### config.mk
export PLATFORM = sky130hd
export DESIGN_NAME = score_keeper
export DESIGN_NICKNAME = d
export VERILOG_FILES = /design/src/rtl/game_pkg.sv /design/src/rtl/tick_gen.sv /design/src/rtl/score_keeper.sv
export SDC_FILE = /design/constraint.sdc
export NUM_CORES = 1
export LEC_CHECK = 0
export BUFFER_PORTS_ARGS = -buffer_cell sky130_fd_sc_hd__buf_2
export CORE_ASPECT_RATIO = 2
export CORE_MARGIN = 1.5
export CORE_UTILIZATION = 55
export DETAILED_ROUTE_END_ITERATION = 6
export PLACE_DENSITY_LB_ADDON = 0.05
export SLEW_MARGIN = 15
export SYNTH_ARGS = -nofsm -noshare
export SYNTH_HDL_FRONTEND = slang
export SYNTH_SLANG_ARGS = --single-unit
### constraint.sdc
create_clock -name clk -period 7.4 [get_ports clk]
set_input_delay 0.37 -clock clk [delete_from_list [all_inputs] [get_ports clk]]
set_output_delay 0.37 -clock clk [all_outputs]
set_load 0.1 [all_outputs]
### src/rtl/game_pkg.sv
// Shared game types and constants: FSM state encoding, score width, and the
// saturating score adder used by the score keeper.
package game_pkg;

    typedef enum logic [1:0] {
        S_IDLE = 2'd0,
        S_RUN  = 2'd1,
        S_OVER = 2'd2
    } state_t;

    localparam int SCORE_W       = 14;
    localparam int MAX_SCORE_DEF = 9999;

    // The sum is one bit wider than the score, so the carry is never lost before the clamp.
    function automatic logic [SCORE_W-1:0] sat_add(
        input logic [SCORE_W-1:0] score,
        input logic [SCORE_W:0]   inc,
        input logic [SCORE_W-1:0] ceiling
    );
        logic [SCORE_W:0] sum;
        sum = {1'b0, score} + inc;
        return (sum > {1'b0, ceiling}) ? ceiling : sum[SCORE_W-1:0];
    endfunction

endpackage

### src/rtl/tick_gen.sv
// Wrapping divider: counts 0..TICK_DIV-1 while enabled and pulses tick for
// one cycle on the wrap. clr forces the count to zero and wins over en.
module tick_gen #(
    parameter int TICK_DIV = 10_000_000
) (
    input  logic clk,
    input  logic rst_n,
    input  logic clr,
    input  logic en,
    output logic tick
);

    localparam int             CW   = (TICK_DIV > 2) ? $clog2(TICK_DIV) : 1;
    localparam logic [CW-1:0]  LAST = CW'(TICK_DIV - 1);

    logic [CW-1:0] cnt;

    always_ff @(posedge clk or negedge rst_n) begin
        if (!rst_n) begin
            cnt <= '0;
        end else if (clr) begin
            cnt <= '0;
        end else if (en) begin
            cnt <= (cnt == LAST) ? '0 : cnt + 1'b1;
        end
    end

    assign tick = en && (cnt == LAST);

endmodule

### src/rtl/score_keeper.sv
// Per-game score FSM: distance points on a divided tick plus coin bonuses,
// saturating at MAX_SCORE, with a session high score captured at game end.
module score_keeper
    import game_pkg::*;
#(
    parameter int TICK_DIV   = 10_000_000,
    parameter int COIN_VALUE = 10,
    parameter int MAX_SCORE  = MAX_SCORE_DEF
) (
    input  logic               clk,
    input  logic               rst_n,
    input  logic               start,
    input  logic               coin,
    input  logic               gameover,
    output logic [SCORE_W-1:0] binary,
    output logic [SCORE_W-1:0] high_score,
    output logic               new_high,
    output logic               running
);

    localparam logic [SCORE_W:0]   COIN_INC = (SCORE_W + 1)'(COIN_VALUE);
    localparam logic [SCORE_W:0]   TICK_INC = (SCORE_W + 1)'(1);
    localparam logic [SCORE_W-1:0] CEILING  = SCORE_W'(MAX_SCORE);

    state_t             state, state_nxt;
    logic               tick;
    logic               game_start;
    logic               game_end;
    logic               score_upd;
    logic [SCORE_W:0]   inc;

    tick_gen #(.TICK_DIV(TICK_DIV)) u_tick_gen (
        .clk   (clk),
        .rst_n (rst_n),
        .clr   (game_start),
        .en    (running),
        .tick  (tick)
    );

    always_comb begin
        state_nxt  = state;
        game_start = 1'b0;
        game_end   = 1'b0;
        case (state)
            S_IDLE: begin
                if (start) begin
                    state_nxt  = S_RUN;
                    game_start = 1'b1;
                end
            end
            S_RUN: begin
                if (gameover) begin
                    state_nxt = S_OVER;
                    game_end  = 1'b1;
                end
            end
            // start outranks a held gameover here
            S_OVER: begin
                if (start) begin
                    state_nxt  = S_RUN;
                    game_start = 1'b1;
                end
            end
            default: state_nxt = S_IDLE;
        endcase
    end

    // gameover drops any tick/coin that lands in the same cycle
    assign score_upd = (state == S_RUN) && !gameover && (tick || coin);
    assign inc       = (tick ? TICK_INC : '0) + (coin ? COIN_INC : '0);

    always_ff @(posedge clk or negedge rst_n) begin
        if (!rst_n) begin
            state   <= S_IDLE;
            running <= 1'b0;
        end else begin
            state   <= state_nxt;
            running <= (state_nxt == S_RUN);
        end
    end

    always_ff @(posedge clk or negedge rst_n) begin
        if (!rst_n) begin
            binary <= '0;
        end else if (game_start) begin
            binary <= '0;
        end else if (score_upd) begin
            binary <= sat_add(binary, inc, CEILING);
        end
    end

    always_ff @(posedge clk or negedge rst_n) begin
        if (!rst_n) begin
            high_score <= '0;
            new_high   <= 1'b0;
        end else if (game_start) begin
            new_high   <= 1'b0;
        end else if (game_end && (binary > high_score)) begin
            high_score <= binary;
            new_high   <= 1'b1;
        end
    end

endmodule

==> out/qor.csv, run 1 <==
stage;metric;value;unit
run_status;run_status;finished, final reports clean;
floorplanning;dieHeight;117;um
cts;ctsLongestPathBuffers;2;
worst_hold_path;hp-class;in -> async;
worst_setup_path;crit_required;7.60;ns
timing;hold_viol;0;
route;vias;2896;
worst_setup_path;worst_setup_path_start_kind;register;
floorplanning;core-area;6260;um2
floorplanning;rows;41;
cells_and_area;areaGrowthSynthToFinish;10.1;%
logic_synthesis;synth_area_per_cell;9.66;um2
power;power_per_cell_area;326;nW/um2
logic_synthesis;ys_seq_area_frac;0.394;
cts;postCtsSetupRepairBufs;0;
cells_and_area;finalInstanceArea;3910;um2
timing;skew;0.00411;ns
logic_synthesis;ys.flop_type;dfrtp_1;
global_routing;antenna_found_initial;0;
global_routing;grt_max_degree;57;
place;dp_cells;477;
logic_synthesis;postSynth.asyncResetShare;1.00;
cts;numCtsBuffers;5;
cts;post_cts_resized;0;
place;place_area;3730;um2
cts;clockRootBuffer;clkbuf_16;
place;pre_cts_ws;3.98;ns
cts;cts_sinks;56;
place;port_buffers;34;
cts;htreeDepth;2;
worst_setup_path;crit_type;reg -> reg;
logic_synthesis;syn-num-nets;392;
place;hpwlAfterDp;6620;um
logic_synthesis;synth_cells;368;
timing;tightestPinTransition;0.893;ns
route;wl_per_cell;18.1;um
logic_synthesis;syn-cell-area;3560;um2
worst_setup_path;r2r_slack;3.94;ns
worst_setup_path;crit_fanout;5;
global_routing;globalRouteOverflowTotal;0;
timing;holdWs;0.196;ns
floorplanning;start_util;0.568;
timing;rsz0062_at_grt;no;
route;dr.pass1.iters;4;
logic_synthesis;ys_ff_latch;56;
cts;path_clk_slew;0.07;ns
timing;finalCriticalPeriod;3.46;ns
cells_and_area;fin_cells;485;
route;drc_errors;0;
route;ant_nets;0;
cts;clk_latency;0.29;ns
place;gp_congestion;0.905;
cts;holdBufCountCts;0;
timing;fin_setup_tns;0;ns
floorplanning;ios;35;
logic_synthesis;synth.distinct_cells;68;
route;routed_wl;8790;um
timing;slew_headroom;0.401;
timing;fin_ws;3.94;ns
run;maxCapViolations;0;
route;viasPerCell;5.97;
timing;timing.fmax;0.289;GHz
timing;finalSetupViolCount;0;
global_routing;grt_pass1_vias;2967;
cells_and_area;fin_nets;422;
cells_and_area;layout-drive-gt1-share;0.198;
route;drt-initial-drc-count;110;
worst_setup_path;worstSetupEndpointType;register;
floorplanning;dieArea;6990;um2
cts;cts_tree;done;
timing;drv_slew;0;
power;leakage;1.78;nW
global_routing;grt_pass1_wl;14000;um
cells_and_area;num_antenna_cells;0;
floorplanning;die_w;59.9;um
logic_synthesis;synth_warnings;0;
global_routing;grt_util_all_layers;0.270;
logic_synthesis;synth-edff-count;0;
power;peakVddDrop;0.000213;V
timing;period_share;0.467;
worst_setup_path;cp.arrival;3.66;ns
## registers in the layout, summed over array words and instances, names as in the netlist
register and count:
binary 14, new_high 1, high_score 14, running 1
u_tick_gen.cnt 24, state 2
## where the power goes
| part | leakage, nW | switching [mW] | internal [mW] |
|---|---|---|---|
| combinational | 0.940 | 0.442 | 0.141 |
| clock | 0.0901 | 0.107 | 0.178 |
| sequential | 0.752 | 0.0577 | 0.348 |
| total | 1.78 | 0.607 | 0.668 |
## Yosys cell counts (3+ instances only)
master    count  area, um2
nor2_1       35        131
nand2_1      33        124
a31oi_1       4       25.0
nand4_1      15       93.8
nor2b_1       5       31.3
dfrtp_1      56       1400
inv_1        20       75.1
o21ai_1       8       40.0
a41o_1        3       30.0
o21a_1        3       22.5
nand2b_1      3       18.8
o22ai_1       3       18.8
xnor2_1       5       43.8
mux2_2       10        113
a21o_1        5       37.5
o21ai_0      14       70.1
a21oi_1      18       90.1
clkbuf_1      3       11.3
and4_1        3       26.3
nand3_1      16       80.1
and3_1        8       50.1
o311ai_2      3       48.8
nor3_1        7       35.0
ha_1         18        225
xor2_1       13        114
buf_2         3       15.0
## through the flow
stage	total power [mW]	utilization
6_report	1.27	0.625
5_1_grt	1.34	0.625
4_1_cts	1.28	0.625
3_5_place_dp	0.992	0.596
3_3_place_gp	0.986	0.596
2_1_floorplan	0.884	-
## worst max-delay path: stages, from the launching register on
cell	delay, ns
dfrtp_1	0.43
nor4b_2	0.35
nand2_1	0.12
nor4_1	0.25
and3_1	0.18
ha_1	0.23
fa_1	0.33
and3_1	0.28
a21oi_1	0.11
o211ai_2	0.27
a221oi_4	0.13
a21oi_2	0.27
nand2_2	0.15
o311ai_2	0.27
## cell type report
class / instances / area, um2
Fill cell: 556 / 2340
Multi-Input combinational cell: 280 / 1970
Sequential cell: 56 / 1400
Timing Repair Buffer: 35 / 178
Clock buffer: 7 / 153
Tap cell: 86 / 108
Inverter: 20 / 75.1
Clock inverter: 1 / 30.0
## logic make-up after synthesis
group                    after synthesis  share of synthesized area
buffers and inverters                 32                     0.0521
flip-flops                            56                      0.394
multiplexers                          14                     0.0436
AO/OA/AOI/OAI                         79                      0.168
AND/OR/NAND/NOR                      150                      0.229
XOR/XNOR                              18                     0.0443
adder cells (fa/ha/maj)               19                     0.0690
## cell usage in the layout (no fill, tap or decap), types with 3 or more instances in the layout
master,n
dfrtp_1,56
nor2_1,35
buf_2,34
nand2_1,33
inv_1,20
a21oi_1,18
ha_1,18
nand3_1,16
nand4_1,15
o21ai_0,14
xor2_1,13
mux2_2,10
and3_1,8
o21ai_1,8
nor3_1,7
nor2b_1,5
xnor2_1,5
a21o_1,5
clkbuf_16,5
a31oi_1,4
and4_1,3
nand2b_1,3
o22ai_1,3
a41o_1,3
o311ai_2,3
o21a_1,3
## worst paths after layout
| path | start | endpoint | cells past startpoint |
|---|---|---|---|
| worst min register to register | new_high$_DFFE_PN0P_ | new_high$_DFFE_PN0P_ | 2 |
| worst max register to register | u_tick_gen.cnt[17]$_DFFE_PN0P_ | binary[5]$_DFFE_PN0P_ | 13 |
| min in group clk | gameover | running$_DFF_PN0_ | 2 |
| worst max-delay path | u_tick_gen.cnt[17]$_DFFE_PN0P_ | binary[5]$_DFFE_PN0P_ | 13 |
| max in group asynchronous | rst_n | u_tick_gen.cnt[21]$_DFFE_PN0P_ | 2 |
| worst min-delay path | rst_n | high_score[5]$_DFFE_PN0P_ | 2 |
## metal layers
layer,up-vias,wire (um),GRT usage
met1,1410,2990,0.255
met2,68,5100,0.514
met4,0,505,0.176
li1,1391,-,-
met5,-,0,0
met3,27,205,0.0277
Note: power is estimated with default switching activity, not from simulation.
==> inputs of run 2 (changes only) <==
--- a/config.mk
+++ b/config.mk
@@ -5,6 +5,7 @@
 export SDC_FILE = /design/constraint.sdc
 export NUM_CORES = 1
 export LEC_CHECK = 0
+export ABC_AREA = 1
 export BUFFER_PORTS_ARGS = -buffer_cell sky130_fd_sc_hd__buf_2
 export CORE_ASPECT_RATIO = 2
 export CORE_MARGIN = 1.5
==> constraint.sdc (replaced) <==
create_clock -name clk -period 3.4 [get_ports clk]
set_input_delay 0.17 -clock clk [delete_from_list [all_inputs] [get_ports clk]]
set_output_delay 0.17 -clock clk [all_outputs]
set_load 0.1 [all_outputs]
==> run 2 against run 1 <==
Effect of this change:
- area after synthesis is 5.3% higher
- total power up 67%
- clock skew up 0.00065 ns
- critical path depth up 8
- clock power up 98%
- clock-buffer cell count decreased by 2
- setup slack worse by 3.8 ns
- die area grew 5.1%
- first-iteration DRC count increased by 110%
- combinational power increased by 30%
- utilization up 4.2 points
- fmax is 7.6% higher
- highest routed layer unchanged
==> out/qor.csv, run 2 <==
stage;metric;value;unit;change
run_status;run_status;finished, final reports clean;;
timing;finalCriticalPeriod;3.21;ns;-0.245 ns
route;vias;3659;;+26%
floorplanning;dieArea;7340;um2;+5.1%
worst_setup_path;crit_type;reg -> reg;;
route;viasPerCell;5.59;;-6.4%
logic_synthesis;yosysMostFrequentCell;nand2_1;;
timing;hold_viol;0;;unchanged
logic_synthesis;synth_area_leaders;dfrtp_1, nand2_1, inv_1;;
global_routing;antenna_found_initial;0;;unchanged
timing;fin_setup_tns;0;ns;unchanged
cts;cts_sinks;56;;unchanged
timing;tightestPinTransition;0.528;ns;-0.364 ns
cells_and_area;final_cell_mix;nand2_1, inv_1, dfrtp_1, nand3_1, nor2_1;;
power;power_per_cell_area;481;nW/um2;+48%
cells_and_area;fin_cells;655;;+35%
worst_setup_path;worstSetupEndpointType;register;;
cells_and_area;multi_input_area;2100;um2;+6.5%
place;gp_congestion;1.03;;+13%
cells_and_area;final_common_cell;nand2_1;;
worst_setup_path;cp.arrival;3.45;ns;-0.21 ns
route;drc_errors;0;;unchanged
worst_setup_path;max_stage_delay;0.42;ns;about the same
cts;ctsLongestPathBuffers;2;;unchanged
cells_and_area;reg_top3;u_tick_gen.cnt x24, binary x14, high_score x14;;
floorplanning;ios;35;;unchanged
logic_synthesis;synth.distinct_cells;35;;-49%
timing;finalSetupViolCount;0;;unchanged
worst_hold_path;min_path_cells;3;;
route;wl_per_cell;17.7;um;-2.3%
worst_setup_path;rr_startpoint;u_tick_gen.cnt[1]$_DFFE_PN0P_;;
power;peakVddDrop;0.000302;V;+42%
worst_hold_path;hp-class;in -> reg;;
place;port_buffers;34;;unchanged
logic_synthesis;synth_warnings;0;;unchanged
cells_and_area;largest_reg_flops;24;;unchanged
cells_and_area;areaGrowthSynthToFinish;18.0;%;
logic_synthesis;synth_area_per_cell;7.31;um2;-24%
worst_setup_path;crit_top_cell;nand2_1;;
cts;path_clk_slew;0.07;ns;about the same
logic_synthesis;synth_top_area_cell;dfrtp_1;;
worst_setup_path;crit_slowest_cell;dfrtp_1;;
cells_and_area;layout-drive-gt1-share;0.201;;+0.00306
global_routing;globalRouteOverflowTotal;0;;unchanged
timing;skew;0.00476;ns;+0.000654 ns
global_routing;grt_util_all_layers;0.330;;+0.0595
worst_setup_path;cp_num_buf_inv;1;;+1
worst_setup_path;reg2regPathDepth;21;;+8
logic_synthesis;postSynth.asyncResetShare;1.00;;unchanged
route;ant_nets;0;;unchanged
logic_synthesis;syn-num-nets;536;;+37%
floorplanning;die_w;61.3;um;+2.5%
global_routing;grt_pass1_vias;3467;;+17%
global_routing;grt_max_degree;35;;-39%
cts;clk_latency;0.29;ns;about the same
worst_setup_path;worst_setup_path_start_kind;register;;
floorplanning;start_util;0.566;;-0.00260
run;maxCapViolations;0;;unchanged
floorplanning;rows;42;;+2.4%
floorplanning;core-area;6620;um2;+5.8%
worst_setup_path;crit_fanout;7;;+2
timing;drv_slew;0;;unchanged
cts;clockRootBuffer;clkbuf_16;;
global_routing;grt_pass1_wl;17500;um;+24%
logic_synthesis;syn-cell-area;3740;um2;+5.3%
cts;htreeDepth;2;;unchanged
cells_and_area;nFillCells;626;;+13%
cells_and_area;fin_nets;592;;+40%
place;hpwlAfterDp;8870;um;+34%
logic_synthesis;ys_seq_area_frac;0.374;;-0.0199
worst_setup_path;path_delay_family;simple AND/OR/NAND/NOR gates;;
logic_synthesis;yosysTopAreaCellShare;0.374;;-0.0199
worst_setup_path;worstReg2RegEnd;binary[8]$_DFFE_PN0P_;;
route;dr.pass1.iters;5;;+1
logic_synthesis;ys.flop_type;dfrtp_1;;
cts;numCtsBuffers;5;;unchanged
worst_hold_path;holdPathEnd;state[1]$_DFF_PN0_;;
floorplanning;dieHeight;120;um;+2.6%
logic_synthesis;ys_ff_latch;56;;unchanged
logic_synthesis;synth_cells;512;;+39%
cts;cts_tree;done;;
worst_setup_path;r2r_slack;0.19;ns;-3.75 ns
route;routed_wl;11600;um;+32%
cells_and_area;final_core_util;0.667;;+0.0419
cells_and_area;seqCellArea;1400;um2;unchanged
cells_and_area;regMostFlops;u_tick_gen.cnt;;
logic_synthesis;synth-edff-count;0;;unchanged
logic_synthesis;synthTopCellsByCount;nand2_1, inv_1, dfrtp_1;;
power;leakage;2.29;nW;+28%
timing;period_share;0.945;;+0.478
cells_and_area;num_antenna_cells;0;;unchanged
route;drt-initial-drc-count;232;;+110%
timing;timing.fmax;0.311;GHz;+7.6%
worst_setup_path;crit_required;3.63;ns;-3.97 ns
place;dp_cells;636;;+33%
worst_hold_path;hp-start;gameover;;
worst_setup_path;crit_chain;ha_4 -> nand3_4 -> nor2_4 -> nand2_4 -> nor4_4 -> nand4_1 -> nor2_1 -> ha_2 -> fa_2 -> nand3_1 -> nand2_2 -> nand3_1 -> nand2_1 -> nand2_2 -> inv_1 -> nand2_1 -> nor2_2 -> nand3_2 -> nand3_1 -> nand2_1 -> nand2_1;;
timing;slew_headroom;0.648;;+0.247
[run 2: cell count changes after synthesis, sizes merged, moves of 7 or more]
cell / before / now
nand2: 34 / 147
inv: 20 / 74
nand3: 18 / 52
nor2: 37 / 50
mux2: 12 / 0
and3: 8 / 0
nor3: 9 / 16
o21ai: 23 / 16
[run 2: per-layer routing]
| layer | track usage | vias up | part of all wire |
|---|---|---|---|
| met5 | 0 | - | 0 |
| met3 | 0.0485 | 45 | 0.029 |
| met1 | 0.307 | 1755 | 0.32 |
| li1 | - | 1769 | - |
| met2 | 0.604 | 90 | 0.58 |
| met4 | 0.222 | 0 | 0.076 |
[run 2: cell families after synthesis]
kind of cell / after synthesis / share of synthesized area
AOI/OAI and AO/OA: 41 / 0.0601
xor gates and xnor gates: 14 / 0.0327
adders and majority gates: 19 / 0.0655
buffers and inverters: 86 / 0.0939
DFF: 56 / 0.374
muxes: 1 / 0.00267
and+or+nand+nor: 295 / 0.371
[run 2: worst max path at each step]
stage,startpoint,endpoint,depth (start not counted)
global route,u_tick_gen.cnt[1]$_DFFE_PN0P_,binary[3]$_DFFE_PN0P_,23
detailed placement,u_tick_gen.cnt[0]$_DFFE_PN0P_,binary[13]$_DFFE_PN0P_,20
finish,u_tick_gen.cnt[1]$_DFFE_PN0P_,binary[8]$_DFFE_PN0P_,21
floorplan,u_tick_gen.cnt[0]$_DFFE_PN0P_,binary[8]$_DFFE_PN0P_,23
CTS,u_tick_gen.cnt[0]$_DFFE_PN0P_,binary[0]$_DFFE_PN0P_,20
global placement,u_tick_gen.cnt[0]$_DFFE_PN0P_,binary[8]$_DFFE_PN0P_,20
[run 2: area by class of cell]
type                            instances  share of cell area
Multi-Input combinational cell        371               0.475
Timing Repair Buffer                   59              0.0841
Clock buffer                            5              0.0283
Sequential cell                        56               0.317
Tap cell                               88              0.0249
Clock inverter                          1             0.00680
Inverter                               75              0.0640
[run 2: stage by stage]
step	area [um2]	power (mW)	hold WS, ns	setup slack, ns
after floorplan	3740	1.32	-0.126	0.388
after global placement	4050	1.51	0.159	0.207
after detailed placement	4050	1.52	0.176	0.112
after CTS	4220	2.09	0.130	0.0730
after global routing	4420	2.22	0.140	-0.0869
final	4420	2.12	0.129	0.186
[run 2: tightest hold or removal path: stages]
cell and delay (ns):
buf_2 0.09, nand2_1 0.07, nand2_1 0.06
[run 2: report_power, final]
| group | internal [mW] | switching [mW] | total (mW) |
|---|---|---|---|
| Combinational | 0.189 | 0.571 | 0.760 |
| Sequential | 0.722 | 0.0776 | 0.799 |
| Clock | 0.340 | 0.226 | 0.565 |
| Total | 1.25 | 0.874 | 2.12 |
[run 2: what timing repair did]
item	CTS	global route
setup endpoints to repair	0	14
endpoints found under the hold margin	22	0
buffers inserted	0	11
hold buffers	1	0
resized for setup	0	24
